<file path="config.mk">
export PLATFORM = sky130hd
export DESIGN_NAME = timer_bank
export DESIGN_NICKNAME = d
export VERILOG_FILES = /design/src/rtl/timer_bank.sv
export SDC_FILE = /design/constraint.sdc
export NUM_CORES = 1
export LEC_CHECK = 0
export CORE_ASPECT_RATIO = 1.4
export CORE_UTILIZATION = 56
export DETAILED_ROUTE_END_ITERATION = 8
export PLACE_DENSITY = 0.86
export SETUP_SLACK_MARGIN = 0.4
export SLEW_MARGIN = 20
export SYNTH_ARGS = -nofsm -noshare
export SYNTH_HDL_FRONTEND = slang
export SYNTH_SLANG_ARGS = --single-unit
</file>
<file path="constraint.sdc">
create_clock -name clk -period 4.38 [get_ports clk]
set_clock_uncertainty 0.2 [all_clocks]
set_input_delay 0.876 -clock clk [delete_from_list [all_inputs] [get_ports clk]]
set_output_delay 0.876 -clock clk [all_outputs]
set_load 0.01 [all_outputs]
</file>
<file path="src/rtl/timer_bank.sv">
// Bank of 8051-style timer/counters with modes 0-3, gating, external pin counting, TH/TL byte writes.
// Counts land on machine-cycle ticks or synchronised t_pin falls; tf/ovf are registered with the count.
module timer_bank #(
    parameter int CH       = 2,
    parameter int PRESCALE = 12,
    parameter int AW       = $clog2(CH) + 1
) (
    input  logic            clk,
    input  logic            rst_n,
    input  logic [4*CH-1:0] tmod,
    input  logic [CH-1:0]   tr,
    input  logic [CH-1:0]   t_pin,
    input  logic [CH-1:0]   int_pin,
    input  logic            wr_en,
    input  logic [AW-1:0]   wr_addr,
    input  logic [7:0]      wr_data,
    input  logic [CH-1:0]   tf_clr,
    output logic [8*CH-1:0] tl_o,
    output logic [8*CH-1:0] th_o,
    output logic [CH-1:0]   tf,
    output logic [CH-1:0]   ovf
);
    localparam int PW = (PRESCALE > 1) ? $clog2(PRESCALE) : 1;
    localparam int CW = AW - 1;

    logic [PW-1:0] pre_q, pre_d;
    logic          mc_tick;

    always_comb begin
        mc_tick = (pre_q == PW'(PRESCALE - 1));
        pre_d   = mc_tick ? '0 : pre_q + PW'(1);
    end

    always_ff @(posedge clk or negedge rst_n) begin
        if (!rst_n) pre_q <= '0;
        else        pre_q <= pre_d;
    end

    for (genvar g = 0; g < CH; g++) begin : g_ch
        logic [3:0]  md;
        logic        s1_q, s1_d, s2_q, s2_d, s3_q, s3_d;
        logic        fall, run, tick, wr_hit;
        logic [7:0]  tl_q, tl_d, th_q, th_d;
        logic        tf_q, tf_d, ovf_q, ovf_d;
        logic [12:0] inc13;
        logic [15:0] inc16;

        assign md = tmod[4*g +: 4];

        always_comb begin
            s1_d   = t_pin[g];
            s2_d   = s1_q;
            s3_d   = s2_q;
            fall   = s3_q & ~s2_q;
            run    = tr[g] & (~md[3] | int_pin[g]);
            tick   = run & (md[2] ? fall : mc_tick);
            wr_hit = wr_en & (wr_addr[AW-1:1] == CW'(g));
            inc13  = {th_q, tl_q[4:0]} + 13'd1;
            inc16  = {th_q, tl_q} + 16'd1;

            tl_d   = tl_q;
            th_d   = th_q;
            ovf_d  = 1'b0;
            tf_d   = tf_q & ~tf_clr[g];

            // A CPU write owns the channel for its cycle: the tick is dropped entirely.
            if (wr_hit) begin
                if (wr_addr[0]) th_d = wr_data;
                else            tl_d = wr_data;
            end else if (tick) begin
                case (md[1:0])
                    2'd0: begin
                        {th_d, tl_d[4:0]} = inc13;
                        ovf_d             = &{th_q, tl_q[4:0]};
                    end
                    2'd1: begin
                        {th_d, tl_d} = inc16;
                        ovf_d        = &{th_q, tl_q};
                    end
                    2'd2: begin
                        if (&tl_q) begin
                            tl_d  = th_q;
                            ovf_d = 1'b1;
                        end else begin
                            tl_d = tl_q + 8'd1;
                        end
                    end
                    default: ;
                endcase
            end

            if (ovf_d) tf_d = 1'b1;
        end

        always_ff @(posedge clk or negedge rst_n) begin
            if (!rst_n) begin
                s1_q  <= 1'b1;
                s2_q  <= 1'b1;
                s3_q  <= 1'b1;
                tl_q  <= 8'h00;
                th_q  <= 8'h00;
                tf_q  <= 1'b0;
                ovf_q <= 1'b0;
            end else begin
                s1_q  <= s1_d;
                s2_q  <= s2_d;
                s3_q  <= s3_d;
                tl_q  <= tl_d;
                th_q  <= th_d;
                tf_q  <= tf_d;
                ovf_q <= ovf_d;
            end
        end

        assign tl_o[8*g +: 8] = tl_q;
        assign th_o[8*g +: 8] = th_q;
        assign tf[g]          = tf_q;
        assign ovf[g]         = ovf_q;
    end
endmodule

</file>
# [Yosys cells after proc, flatten, opt, wreduce, memory -nomap -nowiden]
# Index checks and enable logic that the tools add are counted.
# Widths: inputs -> output; s select.
[word_totals] ff_bits=46 word_cells=105 input_bits=29
[classes] n_mux=31 n_addsub=7 reduce_logical=22 eq_ne=9 n_bitwise=19
[op_table] op="$mux 8" n=12
[op_table] op="$add 16x1->16 const B" n=2
[op_table] op="$pmux 8 s2" n=2
[op_table] op="$reduce_and 16->1" n=2
[op_table] op="$pmux 5 s3" n=2
[op_table] op="$add 13x1->13 const B" n=2
[op_table] op="$reduce_and 13->1" n=2
[op_table] op="$reduce_and 3->1" n=6
[op_table] op="$add 8x1->8 const B" n=2
[op_table] op="$reduce_and 8->1" n=2
[op_table] op="$pmux 3 s2" n=2
[op_table] op="$reduce_bool 3->1" n=4
[op_table] op="$and 1x1->1" n=10
[op_table] op="$mux 1" n=10
[op_table] op="$ne 2x2->1 const B" n=4
[op_table] op="$reduce_bool 4->1" n=2
[op_table] op="$not 1->1" n=7
[op_table] op="$pmux 1 s3" n=2
[op_table] op="$add 4x1->4 const B" n=1
[op_table] op="$eq 2x1->1 const B" n=2
[op_table] op="$eq 2x2->1 const B" n=2
[op_table] op="$eq 4x4->1 const B" n=1
[op_table] op="$logic_not 2->1" n=2
[op_table] op="$mux 4" n=1
[op_table] op="2 further kinds" n=4

# [Logic depth before layout (Yosys ltp)]
# Gate-level depths: netlist of the first run.
[depth] depth_word=7 depth_mapped=7

# [Worst setup path after synthesis of the first run]
# No wires, ideal clock.
[synth_timing] path_kind="input to register" startpoint="input tmod[5]" endpoint="register g_ch[1].th_q[3]" slack_ns=1.922 t_arrival_ns=2.137 setup_time_ns=0.121 cell_stages=7 path_cell_list="inv_1 ha_1 nand4_1 nor3_1 o21ai_0 a21o_1 a22o_1"
[synth_via] elab_chain_len=4 word_cells_on_any_way=7 cone_classes="eq/ne: 1; mux: 3; reduce/logical: 3"
[synth_rtl] element="from (decl)" line="10" text="input logic [4*CH-1:0] tmod,"
[synth_rtl] element="$eq 2x1->1 / $logic_not 2->1 (equally long branches)" line="71" text="case (md[1:0])"
[synth_rtl] element="$pmux 8 s2" line="71"
[synth_rtl] element="$mux 8" line="70" text="end else if (tick) begin"
[synth_rtl] element="$mux 8" line="67" text="if (wr_hit) begin"
[synth_rtl] element="to (signal assigned)" line="109" text="th_q <= th_d;"
[synth_rtl] element="to (decl)" line="43" text="logic [7:0] tl_q, tl_d, th_q, th_d;"
# Parallel ways exist; a longest one is shown, timed or not. The select of a mux whose other input is x is not followed.
# A chain may end at the register's enable or synchronous reset.

# [Worst setup path after layout of the first run]
[layout_timing] startpoint="input wr_addr[1]" endpoint="register g_ch[1].th_q[4]"
[layout_via] elab_chain_len=3 word_cells_on_any_way=6 cone_classes="eq/ne: 1; mux: 1; bitwise: 1; reduce/logical: 3"
[layout_rtl] element="from (decl)" line="15" text="input logic [AW-1:0] wr_addr,"
[layout_rtl] element="$and 1x1->1 (*)" line="57" text="wr_hit = wr_en & (wr_addr[AW-1:1] == CW'(g));"
[layout_rtl] element="$ne 2x2->1 (no line), or another cell as far along"
[layout_rtl] element="$reduce_and 3->1 (no line)"
# Every way passes the cells marked *; elsewhere a longest branch is shown, timed or not.

==> results.cfg, run 1 <==
[route]
drt_iter0_drc = 279
wl_microns = 8684
drcViolationCount = 0
dr.pass1.iters = 5
drt-vias-per-instance = 6.441
num_vias = 3079
ant_nets = 0
wl_per_cell_microns = 18.17

[timing]
rsz0062_at_grt = false
holdWs_ns = 0.1607
finalHoldViolations = 0
setup_tns_ns = 0
fin_crit_sh_pct = 64.12
slew_headroom_pct = 59.30
setup_viol = 0
clock.fmax_mhz = 356.1
worst_pin_slew_ns = 0.6105
fin_crit_ns = 2.809
drv_slew = 0

[worst_setup_path]
startpoint_type = primary input
rr_startpoint = pre_q[0]
critPathRequiredTime_ns = 4.40
critPathLaunch = wr_addr[1]
cp-endpoint = g_ch[1].th_q[4]
reg2reg_depth = 5
reg2reg_slack_ns = 2.04
crit_fanout = 15
regToRegEndpoint = g_ch[1].tl_q[2]
worstSetupEndpointType = flip-flop
path_class = in2reg
arrival_ns = 2.83

[floorplan]
initial_core_util_pct = 59.11
die_height_microns = 90.29
die_w_microns = 65.07
num_rows = 31
ios = 65
core_area_sq_mm = 0.005275
die-area_sq_mm = 0.005875

[synth]
synth_top_family_by_area = compound AO/OA/AOI/OAI gates
synth_edf_count = 0
synth_nets = 398
synth-xor-area-share_pct = 1.966
syn_area_per_cell_sq_um = 8.709
synth_cells = 358
yosysWarnings = 0
synthTopCellsByCount = dfrtp_1 (40), nor2_1 (34), nand2_1 (33)
synth.area.top_cells = dfrtp_1 (32%), dfstp_2 (5.1%), ha_1 (4.4%), nor2_1 (4.1%), nand2_1 (4.0%)
synth_compound_area_share_pct = 28.01
syn-cell-area_sq_mm = 0.003118
yosysTopAreaCellShare_pct = 32.10
synth_simple_gate_area_share_pct = 21.67
synth_flop_cell = dfrtp_1
synth-adder-area-share_pct = 4.414
yosysMostFrequentCell = dfrtp_1
yosys.cell_types.count = 59
synth_top_area_cell = dfrtp_1
muxShareOfSynthArea_pct = 1.685
ys_seq_elements = 46
async_flop_share_pct = 100.0
yosysSeqAreaShare_pct = 37.16

[finish]
fin_area_sq_mm = 0.003857
nets = 451
final_cells = 478
fillCellCount = 423
syn_to_final_growth_pct = 23.72
antennaDiodeCount = 0
drive_gt1_share_pct = 6.553

[worst_hold_path]
hold_path.startpoint = g_ch[1].s1_q
hold_class = reg2reg

[clock_tree]
clkSinkCount = 46
post_cts_buffers = 0
clk_pin_slew_ns = 0.09
ctsResizeCount = 0
htreeDepth = 2
clkLatencyLatePin_ns = 0.31
cts_tree = done
cts_made_buffers = 5
cts_root_buffer = clkbuf_8
hold_buffers = 0
clock_path_buffers = 2

[global_routing]
grt_use_met1_pct = 34.94
grt_usage_pct = 31.56
use_met3_pct = 4.798
grt-ovfl-total = 0
grt_pass1_vias = 3098
grt_max_degree = 47
grt.busiest_layer = met2
antenna_found_initial = 0
grtUsageMet2_pct = 55.90
grt_pass1_wl_microns = 14440

[run_status]
status = finished clean

[power]
power.leakage_nw = 1.553
power_frac_comb_pct = 35.2
ir_drop_uv = 242.4
p_seq_share_pct = 43.3
p_clk_share_pct = 21.5
p_sw_share_pct = 36.15
switchingPower_uw = 549.5
powerDensity_mw_per_mm2 = 394.0
internal_power_uw = 970.5

[job]
cap_violations = 0

[placed_design]
dpl_cell_area_sq_mm = 0.003745
dp_cells = 470
post-dp-hpwl_microns = 6492
gp_congestion = 0.9105
portBuffers = 64
==> registers in the layout, summed over array words and instances, names as in the netlist <==
signal / count
pre_q: 4
g_ch.s3_q: 2
g_ch.s1_q: 2
g_ch.tl_q: 16
g_ch.th_q: 16
g_ch.ovf_q: 2
g_ch.tf_q: 2
g_ch.s2_q: 2
==> worst min path at each step <==
stage | slack [ns] | to | cells past startpoint
floorplan | 0.15 | g_ch[0].s2_q | 0
global placement | 0.15 | g_ch[0].s2_q | 0
detailed placement | 0.15 | g_ch[1].s2_q | 0
CTS | 0.16 | g_ch[1].s2_q | 0
global route | 0.17 | g_ch[0].s2_q | 0
finish | 0.16 | g_ch[1].s2_q | 0
==> per-layer routing <==
metal / routed length (microns) / up-vias
met5: 0 / -
met4: 362 / 0
met3: 446 / 30
met2: 4555 / 148
met1: 3320 / 1447
li1: - / 1454
==> through the flow <==
stage          power [mW]  setup slack, ns  utilization [%]
3_5_place_dp        1.193            1.274            70.99
2_1_floorplan      0.9229            1.922                -
3_3_place_gp        1.177            1.353            70.99
5_1_grt             1.606            1.384            73.13
4_1_cts             1.520            1.612            73.08
6_report            1.520            1.571            73.13
==> power by group through the flow <==
stage          clock network, mW  logic (mW)  registers, mW
2_1_floorplan                  0       0.281          0.641
3_3_place_gp                   0       0.520          0.657
3_5_place_dp                   0       0.531          0.662
4_1_cts                    0.331       0.535          0.655
5_1_grt                    0.346       0.586          0.673
6_report                   0.327       0.535          0.658
==> cell families (layout without fill, tap and decap cells) <==
group	count (synthesis)	count (layout)
AOI/OAI and AO/OA	121	121
and+or+nand+nor	135	135
xor gates and xnor gates	7	7
DFF	46	46
muxes	5	5
adders and majority gates	11	11
buffers and inverters	33	87
==> final cells by class <==
cell class                 count  area [sq um]  area share [%]
multi-input combinational    279          1800           46.68
sequential                    46          1159           30.04
clock buffer                   6         72.57           1.881
tap                           66         82.58           2.141
timing repair buffer          67         660.6           17.13
clock inverter                 2         37.54          0.9731
inverter                      12         45.04           1.168
==> cells in the final DEF (no fill, tap or decap), types with 5 or more instances in the layout <==
master / n
clkdlybuf4s50_1: 63
dfrtp_1: 40
nor2_1: 34
nand2_1: 33
o21ai_0: 21
nand3_1: 19
a21oi_1: 18
a31oi_1: 13
inv_1: 12
nor3_1: 11
ha_1: 11
nand4_1: 9
o22ai_1: 8
a2bb2oi_1: 8
and3_1: 7
a21o_1: 6
dfstp_2: 6
and4_1: 5
clkbuf_8: 5
==> critical path, cell delays in order <==
cell and delay [ns]:
clkdlybuf4s50_1 0.51, and2_1 0.53, nand2_1 0.23, o21ai_1 0.33
nor2_1 0.11, a211oi_1 0.24
(Power assumes the default switching activity.)
==> run 2, diff against run 1 <==
CORE_UTILIZATION = 52   (was 56)
PLACE_DENSITY = 0.81   (was 0.86)
clock period = 2.8 ns   (was 4.38 ns; I/O delays follow)
==> results.cfg, run 2 (synthesis results as in run 1) <==
[clock_tree]
htreeDepth = 2
cts_tree = done
hold_buffers = 0
cts_root_buffer = clkbuf_8
cts_made_buffers = 5
clkLatencyLatePin_ns = 0.29
clock_path_buffers = 2
clkSinkCount = 46
clk_pin_slew_ns = 0.09

[timing]
fin_crit_sh_pct = 83.29
setup_tns_ns = 0
worst_pin_slew_ns = 0.5843
drv_slew = 0
slew_headroom_pct = 61.05
clock.fmax_mhz = 428.8
rsz0062_at_grt = true
finalHoldViolations = 0
fin_ws_ns = 0.4680
fin_crit_ns = 2.332
setup_viol = 0

[worst_setup_path]
startpoint_type = primary input
critPathLaunch = tmod[1]
rr_startpoint = g_ch[0].tl_q[0]
crit_fanout = 4
arrival_ns = 2.29
worstSetupEndpointType = flip-flop
reg2reg_depth = 6
critPathRequiredTime_ns = 2.76
reg2reg_slack_ns = 0.56
regToRegEndpoint = g_ch[0].tl_q[4]
path_class = in2reg

[finish]
syn_to_final_growth_pct = 26.73
layout_common_cells = clkdlybuf4s50_1 (63), dfrtp_1 (40), nor2_1 (33), nand2_1 (33), o21ai_0 (21)
seq_area_sq_mm = 0.001159
antennaDiodeCount = 0
multi_input_area_sq_mm = 0.001841
final_common_cell = clkdlybuf4s50_1
reg_top3 = g_ch.th_q (16), g_ch.tl_q (16), pre_q (4)
fillCellCount = 466
nets = 461
drive_gt1_share_pct = 10.19

[route]
ant_nets = 0
num_vias = 3107
drt-vias-per-instance = 6.315
wl_per_cell_microns = 17.27
wl_microns = 8496
dr.pass1.iters = 5
drt_iter0_drc = 247
drcViolationCount = 0

[power]
ir_drop_uv = 409.9
power.leakage_nw = 1.600
switchingPower_uw = 843.7
power_frac_comb_pct = 37.3
p_sw_share_pct = 36.97
p_clk_share_pct = 17.5
p_seq_share_pct = 45.2
finalPower_mw = 2.282
powerDensity_mw_per_mm2 = 577.6
internal_power_mw = 1.438

[worst_hold_path]
hold_class = in2async

[global_routing]
grt_usage_pct = 29.45
grt_max_degree = 47
grt_pass1_wl_microns = 14110
antenna_found_initial = 0
grt-ovfl-total = 0
grt_pass1_vias = 3034

[run_status]
status = finished clean

[placed_design]
gp_congestion = 0.9189
place_ws_ns = 0.06811
portBuffers = 64
post-dp-hpwl_microns = 6364

[floorplan]
die-area_sq_mm = 0.006314
core_area_sq_mm = 0.005822
initial_core_util_pct = 53.56
die_w_microns = 67.45
ios = 65
num_rows = 33
die_height_microns = 93.62

[job]
cap_violations = 0
run 2: routing by layer:
layer	share of wire (%)	track usage, %	vias up
met4	3.6	15.25	0
met2	52	50.67	138
met1	40	35.09	1468
li1	-	-	1475
met5	0	0	-
met3	4.7	3.049	26
run 2: worst max path at each step:
| stage | endpoint | slack (ns) | cells past startpoint |
|---|---|---|---|
| finish | g_ch[0].th_q[1] | 0.47 | 8 |
| CTS | g_ch[1].th_q[6] | 0.45 | 8 |
| floorplan | g_ch[1].th_q[3] | 0.66 | 7 |
| detailed placement | g_ch[1].th_q[3] | 0.07 | 8 |
| global route | g_ch[1].th_q[6] | 0.37 | 8 |
| global placement | g_ch[1].th_q[3] | 0.17 | 8 |
run 2: metrics by stage:
stage	utilization (%)	instances	cell area [sq um]	hold WS, ns
floorplan	-	358	3118	0.06441
global placement	65.57	483	3817	0.1464
detailed placement	65.57	483	3817	0.1490
CTS	67.14	491	3909	0.1576
global route	67.87	492	3951	0.1650
finish	67.87	492	3951	0.1347
run 2: cell type report:
| class | instances | share of cell area [%] |
|---|---|---|
| sequential | 46 | 29.32 |
| timing repair buffer | 77 | 18.56 |
| tap | 70 | 2.217 |
| inverter | 12 | 1.140 |
| clock inverter | 2 | 0.3483 |
| multi-input combinational | 279 | 46.58 |
| clock buffer | 6 | 1.837 |
run 2: worst max-delay path, cell delays in order:
cell and delay, ns:
clkdlybuf4s50_1 0.45, inv_1 0.10, ha_1 0.18, nand4_1 0.14
nor3_1 0.26, nor3_1 0.13, nor2_1 0.35, a2bb2oi_1 0.13
run 2: power groups by stage:
stage / clock, mW / combinational (mW) / sequential [mW]
after floorplan: 0 / 0.440 / 1.00
after global placement: 0 / 0.823 / 1.03
after detailed placement: 0 / 0.841 / 1.03
after CTS: 0.417 / 0.846 / 1.02
after global routing: 0.447 / 0.928 / 1.05
final: 0.400 / 0.851 / 1.03
run 2: what timing repair did:
action	CTS	global route
gates resized for setup	1	6
endpoints found under the hold margin	0	0
cloned	0	0
endpoints found under the setup margin	1	12
setup buffers	0	1
pin swaps	0	3
==> run 3, diff against run 2 <==
CORE_UTILIZATION = 47   (was 52)
PLACE_DENSITY = 0.77   (was 0.81)
clock period = 1.9 ns   (was 2.8 ns; I/O delays follow)
==> results.cfg, run 3 (synthesis results as in run 1) <==
[finish]
syn_to_final_growth_pct = 70.10
layout_common_cells = buf_4 (86), buf_6 (52), nand2_1 (29)
drive_gt1_share_pct = 50.38
seq_area_sq_mm = 0.001184
reg_top3 = g_ch.th_q (16), g_ch.tl_q (16), pre_q (4)
multi_input_area_sq_mm = 0.002243
nets = 569
antennaDiodeCount = 0
final_common_cell = buf_4
fillCellCount = 356

[route]
wl_microns = 12520
wl_per_cell_microns = 20.80
drcViolationCount = 14
ant_nets = 0
num_vias = 3922
drt-vias-per-instance = 6.515
dr.pass1.iters = 7
drt_iter0_drc = 470

[worst_setup_path]
startpoint_type = flip-flop
arrival_ns = 2.05
path_class = reg2reg
critPathRequiredTime_ns = 1.89
crit_fanout = 7
worstSetupEndpointType = flip-flop

[timing]
fin_ws_ns = -0.1608
slew_headroom_pct = 69.13
fin_crit_sh_pct = 108.5
setup_viol = 30
drv_slew = 0
finalHoldViolations = 0
setup_tns_ns = -2.404
clock.fmax_mhz = 485.2
rsz0062_at_grt = true
fin_crit_ns = 2.061
worst_pin_slew_ns = 0.4631

[clock_tree]
htreeDepth = 2
clk_pin_slew_ns = 0.10
cts_root_buffer = clkbuf_8
clock_path_buffers = 2
cts_made_buffers = 5
clkLatencyLatePin_ns = 0.31
cts_tree = done
clkSinkCount = 46

[global_routing]
grt_pass1_vias = 4100
grt_pass1_wl_microns = 19130
antenna_found_initial = 0
grt_max_degree = 29
grt-ovfl-total = 0
grt_usage_pct = 35.27

[floorplan]
die_w_microns = 70.84
core_area_sq_mm = 0.006296
num_rows = 34
die_height_microns = 98.37
ios = 65
initial_core_util_pct = 49.52
die-area_sq_mm = 0.006968

[run_status]
violations = DRC, setup timing
status = finished, violations left

[placed_design]
post-dp-hpwl_microns = 7564
place_ws_ns = -0.5831
portBuffers = 64
gp_congestion = 0.8907

[power]
powerDensity_mw_per_mm2 = 856.4
power.leakage_nw = 2.275
ir_drop_uv = 586.2
finalPower_mw = 4.542

[worst_hold_path]
hold_class = reg2reg

[job]
cap_violations = 0
-- run 3: changes by cell type in the layout (fill, tap and decap cells not counted), sizes merged --
cell,change
clkinv,-2
clkinvlp,+2
buf,+141
dlygate4sd2,+4
clkbuf,+1
inv,+1
dlygate4sd3,+1
clkdlybuf4s50,-40
-- run 3: final timing paths --
kind / slack [ns] / endpoint / cells past startpoint / start
max in group asynchronous: 0.62 / g_ch[1].th_q[6] / 3 / rst_n
worst min register to register: 0.16 / g_ch[1].s2_q / 0 / g_ch[1].s1_q
worst max-delay path: -0.16 / g_ch[0].th_q[5] / 7 / pre_q[0]
worst max register to register: -0.16 / g_ch[0].th_q[5] / 7 / pre_q[0]
min in group asynchronous: 0.34 / pre_q[3] / 2 / rst_n
worst min-delay path: 0.16 / g_ch[1].s2_q / 0 / g_ch[1].s1_q
-- run 3: power breakdown --
| part | switching [mW] | total (mW) | internal, mW |
|---|---|---|---|
| combinational | 1.20 | 2.54 | 1.34 |
| sequential | 0.174 | 1.36 | 1.19 |
| clock | 0.372 | 0.636 | 0.264 |
| total | 1.74 | 4.54 | 2.80 |
-- run 3: repair_timing --
action	CTS	global route
hold buffers	1	0
buffers inserted	54	3
endpoints found under the hold margin	12	0
resized for setup	252	30
endpoints found under the setup margin	72	60
pin swaps	37	10
-- run 3: routing by layer --
layer	track usage (%)	part of all wire [%]
met2	62.28	52
met3	4.541	5.9
met1	37.95	35
met4	26.00	6.9
met5	0	0
-- run 3: cell type report --
class                           instances  share of cell area, %
Clock buffer                            5                  1.297
Clock inverter                          3                 0.4482
Inverter                               12                 0.9908
Multi-Input combinational cell        279                  42.30
Sequential cell                        46                  22.32
Tap cell                               72                  1.699
Timing Repair Buffer                  185                  30.95
-- run 3: metrics by stage --
| stage | instance area, sq um | utilization [%] | instances | hold slack [ns] |
|---|---|---|---|---|
| 6_report | 5304 | 84.24 | 602 | 0.1647 |
| 3_5_place_dp | 4369 | 69.40 | 536 | 0.1527 |
| 3_3_place_gp | 4369 | 69.40 | 536 | 0.1463 |
| 5_1_grt | 5304 | 84.24 | 602 | 0.1706 |
| 2_1_floorplan | 3266 | - | 358 | -0.1156 |
| 4_1_cts | 5157 | 81.92 | 599 | 0.1674 |
-- run 3: critical path, cell delays in order, from the launching register on --
cell       delay (ns)
dfrtp_1          0.39
ha_2             0.20
and4bb_1         0.24
o2111ai_4        0.17
buf_12           0.19
o21a_4           0.26
nor2_4           0.21
a2bb2oi_2        0.08
